$ cat src/rtl/pet_memctl.sv
// PET memory controller: 6502 bus decode, 8096-style banked expansion RAM and a DMA port.
// Optional feature macro: PET_MEMCTL_DMA_EN enables the cycle-stealing DMA engine.
module pet_memctl #(
    parameter int unsigned EXP_BITS = 1,
    parameter int unsigned PA_W     = 16 + EXP_BITS
) (
    input  logic            clk,
    input  logic            reset_n,
    input  logic            ce_cpu,
    input  logic [15:0]     cpu_addr,
    input  logic [7:0]      cpu_din,
    input  logic            cpu_we,
    output logic [7:0]      cpu_dout,
    output logic [PA_W-1:0] ram_addr,
    output logic [7:0]      ram_wdata,
    output logic            ram_we,
    input  logic [7:0]      ram_q,
    output logic [14:0]     rom_addr,
    input  logic [7:0]      rom_q,
    output logic [9:0]      vram_addr,
    output logic            vram_we,
    input  logic [7:0]      vram_q,
    output logic            io_cs,
    input  logic [7:0]      io_q,
    input  logic            dma_req,
    input  logic            dma_we,
    input  logic [PA_W-1:0] dma_addr,
    input  logic [7:0]      dma_din,
    output logic [7:0]      dma_dout,
    output logic            dma_ack,
    output logic [7:0]      ctrl_q,
    output logic [7:0]      bank_q
);

    typedef enum logic [1:0] {RgnRam, RgnVram, RgnRom, RgnIo} rgn_e;

    rgn_e                rgn, rgn_q, rgn_d;
    logic [7:0]          ctrl_d, bank_d, cpu_dout_q, cpu_dout_d;
    logic                rd_pend_q, rd_pend_d;
    logic [EXP_BITS-1:0] win_sel;
    logic [PA_W-1:0]     cpu_ram_addr;
    logic                wp_hit, reg_hit, cpu_wr, cpu_ram_we, dma_launch;

    always_comb begin
        rgn          = RgnRam;
        wp_hit       = 1'b0;
        win_sel      = cpu_addr[14] ? bank_q[4 +: EXP_BITS] : bank_q[0 +: EXP_BITS];
        cpu_ram_addr = {1'b0, {EXP_BITS{1'b0}}, cpu_addr[14:0]};
        if (cpu_addr[15]) begin
            if (ctrl_q[7]) begin
                cpu_ram_addr = {1'b1, win_sel, cpu_addr[14:0]};
                wp_hit       = cpu_addr[14] ? ctrl_q[1] : ctrl_q[0];
                // Peek-through windows punch the screen and I/O back into the banked space
                if (cpu_addr[14:12] == 3'b000 && ctrl_q[5]) begin
                    rgn = RgnVram;
                end else if (cpu_addr[14:11] == 4'b1101 && ctrl_q[6]) begin
                    rgn = RgnIo;
                end
            end else if (cpu_addr[14:12] == 3'b000) begin
                rgn = RgnVram;
            end else if (cpu_addr[14:11] == 4'b1101) begin
                rgn = RgnIo;
            end else begin
                rgn = RgnRom;
            end
        end
    end

    assign reg_hit    = (cpu_addr[15:1] == 15'h7FF8);
    assign cpu_wr     = ce_cpu & cpu_we;
    assign cpu_ram_we = cpu_wr && (rgn == RgnRam) && !reg_hit && !wp_hit;
    assign vram_we    = cpu_wr && (rgn == RgnVram) && !reg_hit;
    assign io_cs      = (rgn == RgnIo);
    assign rom_addr   = cpu_addr[14:0];
    assign vram_addr  = cpu_addr[9:0];
    assign cpu_dout   = cpu_dout_q;

    always_comb begin
        ctrl_d     = ctrl_q;
        bank_d     = bank_q;
        rd_pend_d  = ce_cpu & ~cpu_we;
        rgn_d      = ce_cpu ? rgn : rgn_q;
        cpu_dout_d = cpu_dout_q;
        if (cpu_wr && reg_hit) begin
            if (cpu_addr[0]) begin
                bank_d = cpu_din;
            end else begin
                ctrl_d = cpu_din;
            end
        end
        if (rd_pend_q) begin
            case (rgn_q)
                RgnRam:  cpu_dout_d = ram_q;
                RgnVram: cpu_dout_d = vram_q;
                RgnRom:  cpu_dout_d = rom_q;
                RgnIo:   cpu_dout_d = io_q;
            endcase
        end
    end

    always_ff @(posedge clk or negedge reset_n) begin
        if (!reset_n) begin
            ctrl_q     <= 8'h00;
            bank_q     <= 8'h00;
            rgn_q      <= RgnRam;
            rd_pend_q  <= 1'b0;
            cpu_dout_q <= 8'hFF;
        end else begin
            ctrl_q     <= ctrl_d;
            bank_q     <= bank_d;
            rgn_q      <= rgn_d;
            rd_pend_q  <= rd_pend_d;
            cpu_dout_q <= cpu_dout_d;
        end
    end

`ifdef PET_MEMCTL_DMA_EN
    typedef enum logic [1:0] {DmaIdle, DmaWait, DmaAck} dma_st_e;

    dma_st_e    dma_st_q, dma_st_d;
    logic [7:0] dma_dout_q, dma_dout_d;

    always_comb begin
        dma_st_d   = dma_st_q;
        dma_dout_d = dma_dout_q;
        dma_launch = 1'b0;
        unique case (dma_st_q)
            DmaIdle: begin
                // CPU owns the RAM port on ce_cpu cycles; DMA only steals idle slots
                if (dma_req && !ce_cpu) begin
                    dma_launch = 1'b1;
                    dma_st_d   = DmaWait;
                end
            end
            DmaWait: begin
                dma_dout_d = ram_q;
                dma_st_d   = DmaAck;
            end
            DmaAck:  dma_st_d = DmaIdle;
            default: dma_st_d = DmaIdle;
        endcase
    end

    always_ff @(posedge clk or negedge reset_n) begin
        if (!reset_n) begin
            dma_st_q   <= DmaIdle;
            dma_dout_q <= 8'h00;
        end else begin
            dma_st_q   <= dma_st_d;
            dma_dout_q <= dma_dout_d;
        end
    end

    assign dma_ack  = (dma_st_q == DmaAck);
    assign dma_dout = dma_dout_q;
`else
    logic unused_dma;

    assign dma_launch = 1'b0;
    assign dma_ack    = 1'b0;
    assign dma_dout   = 8'h00;
    assign unused_dma = ^{dma_req, dma_we, dma_addr, dma_din};
`endif

    always_comb begin
        ram_addr  = cpu_ram_addr;
        ram_wdata = cpu_din;
        ram_we    = cpu_ram_we;
        if (dma_launch) begin
            ram_addr  = dma_addr;
            ram_wdata = dma_din;
            ram_we    = dma_we;
        end
    end

endmodule

$ cat config.mk
export PLATFORM = sky130hd
export DESIGN_NAME = pet_memctl
export DESIGN_NICKNAME = d
export VERILOG_FILES = /design/src/rtl/pet_memctl.sv
export SDC_FILE = /design/constraint.sdc
export NUM_CORES = 1
export LEC_CHECK = 0
export ABC_AREA = 1
export CORE_MARGIN = 2
export CORE_UTILIZATION = 34
export DETAILED_ROUTE_END_ITERATION = 10
export PLACE_DENSITY = 0.93
export SYNTH_ARGS = -nofsm -noshare
export SYNTH_HDL_FRONTEND = slang
export SYNTH_SLANG_ARGS = --single-unit
export TNS_END_PERCENT = 10
$ cat constraint.sdc
create_clock -name clk -period 2.15 [get_ports clk]
set_input_delay 0.215 -clock clk [delete_from_list [all_inputs] [get_ports clk]]
set_output_delay 0.215 -clock clk [all_outputs]
set_load 0.01 [all_outputs]
==> results of run 1 <==
==> logic make-up (layout without fill, tap and decap cells) <==
group | Yosys count | count (layout) | share of synthesized area [%]
simple gates | 155 | 155 | 35.9
buf+inv | 77 | 164 | 27.0
flops | 27 | 27 | 34.8
compound gates | 8 | 8 | 2.03
other cells | 1 | 9 | 0.191
==> flip-flops by register name (all words and copies together), names as in the netlist <==
| signal | flops |
|---|---|
| bank_q | 8 |
| cpu_dout | 8 |
| ctrl_q | 8 |
| rgn_q | 2 |
| rd_pend_q | 1 |
==> per-stage QoR <==
stage                     TNS (ns)  cells  worst slack [ns]  instance area, um2  util, %
after CTS                        0    435           0.00767                3090     55.7
after global routing             0    435             0.154                3100     55.9
after detailed placement   -0.0552    431           -0.0383                3040     54.8
after global placement           0    431           0.00797                3040     54.8
final                            0    435             0.258                3100     55.9
after floorplan                  0    276             0.971                2000        -
==> layer usage <==
layer  track usage [%]  vias up  part of all wire (%)
met5                 0        -                     0
met4              1.69        0                  0.55
met3              5.28        4                   8.9
met2              32.8       89                    50
met1              19.5      889                    40
li1                  -      978                     -
==> cell usage after synthesis, drive strengths merged <==
cell type    n
nand3        7
nand4       23
dfrtp       19
dfstp        8
clkinv       1
nand2      108
clkbuf       2
a21oi        4
conb         1
nor2        17
buf         59
o21ai        4
inv         15
==> worst max-delay path, delay by kind of cell <==
kind / cells / cell delay, ns
simple gates: 6 / 0.60
buf+inv: 3 / 0.87
==> power groups by stage <==
stage | registers (W) | logic [W] | clock network (W)
floorplan | 0.000595 | 0.000205 | 0
global placement | 0.000585 | 0.000442 | 0
detailed placement | 0.000586 | 0.000451 | 0
CTS | 0.000577 | 0.000454 | 0.000295
global route | 0.000580 | 0.000484 | 0.000322
finish | 0.000576 | 0.000449 | 0.000284
==> final cells by class <==
cell class	instances	share of cell area (%)
clock buffers	3	1.33
clock inverters	1	0.162
inverters	16	1.94
multi-input cells	172	25.3
flip-flops and latches	27	22.2
well taps	72	2.91
repair buffers	144	46.2
==> worst max-delay path by stage <==
stage / from / to / depth (start not counted)
finish: cpu_addr[9] / ram_we / 9
global route: cpu_addr[4] / ram_we / 9
CTS: cpu_addr[13] / vram_we / 9
detailed placement: cpu_addr[13] / ram_we / 9
global placement: cpu_addr[13] / ram_we / 9
floorplan: ctrl_q[7] / ram_we / 5
==> repair_timing <==
| action | 4_1_cts | 5_1_grt |
|---|---|---|
| cloned | 0 | 0 |
| resized for setup | 2 | 4 |
| buffers inserted | 0 | 0 |
| setup endpoints to repair | 2 | 2 |
| pin swaps | 0 | 0 |
==> results.ini, run 1 <==
[critical_path]
rr_endpoint = cpu_dout[5]
slowest_delay_ns = 0.54
crit_path_cell_trace = clkdlybuf4s50_1 -> inv_1 -> nor2_1 -> nand3_2 -> nor2_8 -> nor2_1 -> nand2_1 -> nor2_1 -> dlygate4sd2_1
reg2regPathDepth = 6
startpoint_type = input pin
r2r_slack_ns = 0.81
crit_slowest_cell = clkdlybuf4s50_1
crit_fanout = 4
cp-end-kind = output pin
critPathArrivalTime_ns = 1.68
critPathRequiredTime_ns = 1.93
timing.rr.start = rgn_q[0]
path_common_cell = nor2_1
crit_type = input pin to output pin

[power_and_ir_drop]
switching_share_pct = 28.0
vdd_drop_max_mv = 0.437
p_clk_share_pct = 21.7
p_seq_share_pct = 44.0
power_density_mw_per_mm2 = 423
p_leak_nw = 1.49
intPower_w = 0.000943
total_power_w = 0.00131
power_frac_comb_pct = 34.3
p_switching_w = 0.000367

[placement]
port_buffers = 136
place_hpwl_um = 4560
gp_congestion = 0.756

[global_routing]
grt_usage_pct = 17.3
grt_pass1_wl_um = 8880
grt_max_degree = 28
antenna_found_initial = 0
grt_pass1_vias = 1879
grt-ovfl-total = 0

[detailed_routing]
ant_nets = 0
wl_per_cell_um = 13.0
avgViaCountPerCell = 4.51
dr.pass1.iters = 4
drcViolationCount = 0
wl_um = 5650
initialDrtViolationCount = 63
vias = 1960

[cts]
cts_sinks = 27
root_buffer = clkbuf_8
cts_buffer_depth = 2
h-tree-depth = 1
postCtsHoldBufs = 0
cts_tree = yes
cts_buffers = 3
path_clk_slew_ns = 0.09
clkLatencyLatePin_ns = 0.27

[yosys]
yosys.area.top_type = dfrtp_1
ys_seq_elements = 27
avgSynthCellArea_um2 = 7.34
yosysWarningCount = 0
ys_types = 22
synth.top_cell.area_share_pct = 24.2
ys_top_cells_by_area = dfrtp_1, buf_4, nand2_1, dfstp_2, nand4_1
synthCells = 268
yosysSeqAreaShare_pct = 34.8
netlist_area_mm2 = 0.00197

[final_layout]
fill_cells = 527
syn_to_final_growth_pct = 57.3
ff_latch_area_um2 = 686
final_nets = 451
diodes = 0
drive_gt1_share_pct = 8.54
multi_input_area_um2 = 783
layout_common_cells = clkdlybuf4s50_1, nand2_1, nand4_1, dfrtp_1, inv_1
mostFrequentLayoutCell = clkdlybuf4s50_1

[timing]
finalSetupViolCount = 0
slew_headroom_pct = 62.2
fmax_mhz = 528
holdWs_ns = 0.315
post-route-period-util_pct = 88.0
drv_slew = 0
fin_crit_ns = 1.89
rsz0062_at_grt = false
tightestPinTransition_ns = 0.564
hold_viol_final = 0
skew_ns = 0.00270

[die]
io_pins = 173
rows = 27
die_w_um = 80.1
core_mm2 = 0.00554
die_area_mm2 = 0.00641
start_util_pct = 35.5
die_h_um = 80.1

[run]
cap_violations = 0

[outcome]
status = completed

[worst_hold_path]
hp-class = input pin to async pin

(Power assumes the default switching activity.)
==> inputs of run 2 (changes only) <==
--- a/config.mk
+++ b/config.mk
@@ -6,6 +6,7 @@
 export NUM_CORES = 1
 export LEC_CHECK = 0
 export ABC_AREA = 1
+export ABC_CLOCK_PERIOD_IN_PS = 2150
 export CORE_MARGIN = 2
 export CORE_UTILIZATION = 34
 export DETAILED_ROUTE_END_ITERATION = 10
==> results of run 2 <==
No change in the layout: final DEF, timing and power equal those of run 1.
==> inputs of run 3 (changes only) <==
--- a/config.mk
+++ b/config.mk
@@ -11,6 +11,7 @@
 export CORE_UTILIZATION = 34
 export DETAILED_ROUTE_END_ITERATION = 10
 export PLACE_DENSITY = 0.93
+export SLEW_MARGIN = 20
 export SYNTH_ARGS = -nofsm -noshare
 export SYNTH_HDL_FRONTEND = slang
 export SYNTH_SLANG_ARGS = --single-unit
==> results of run 3 <==
No change in the layout: final DEF, timing and power equal those of run 1.
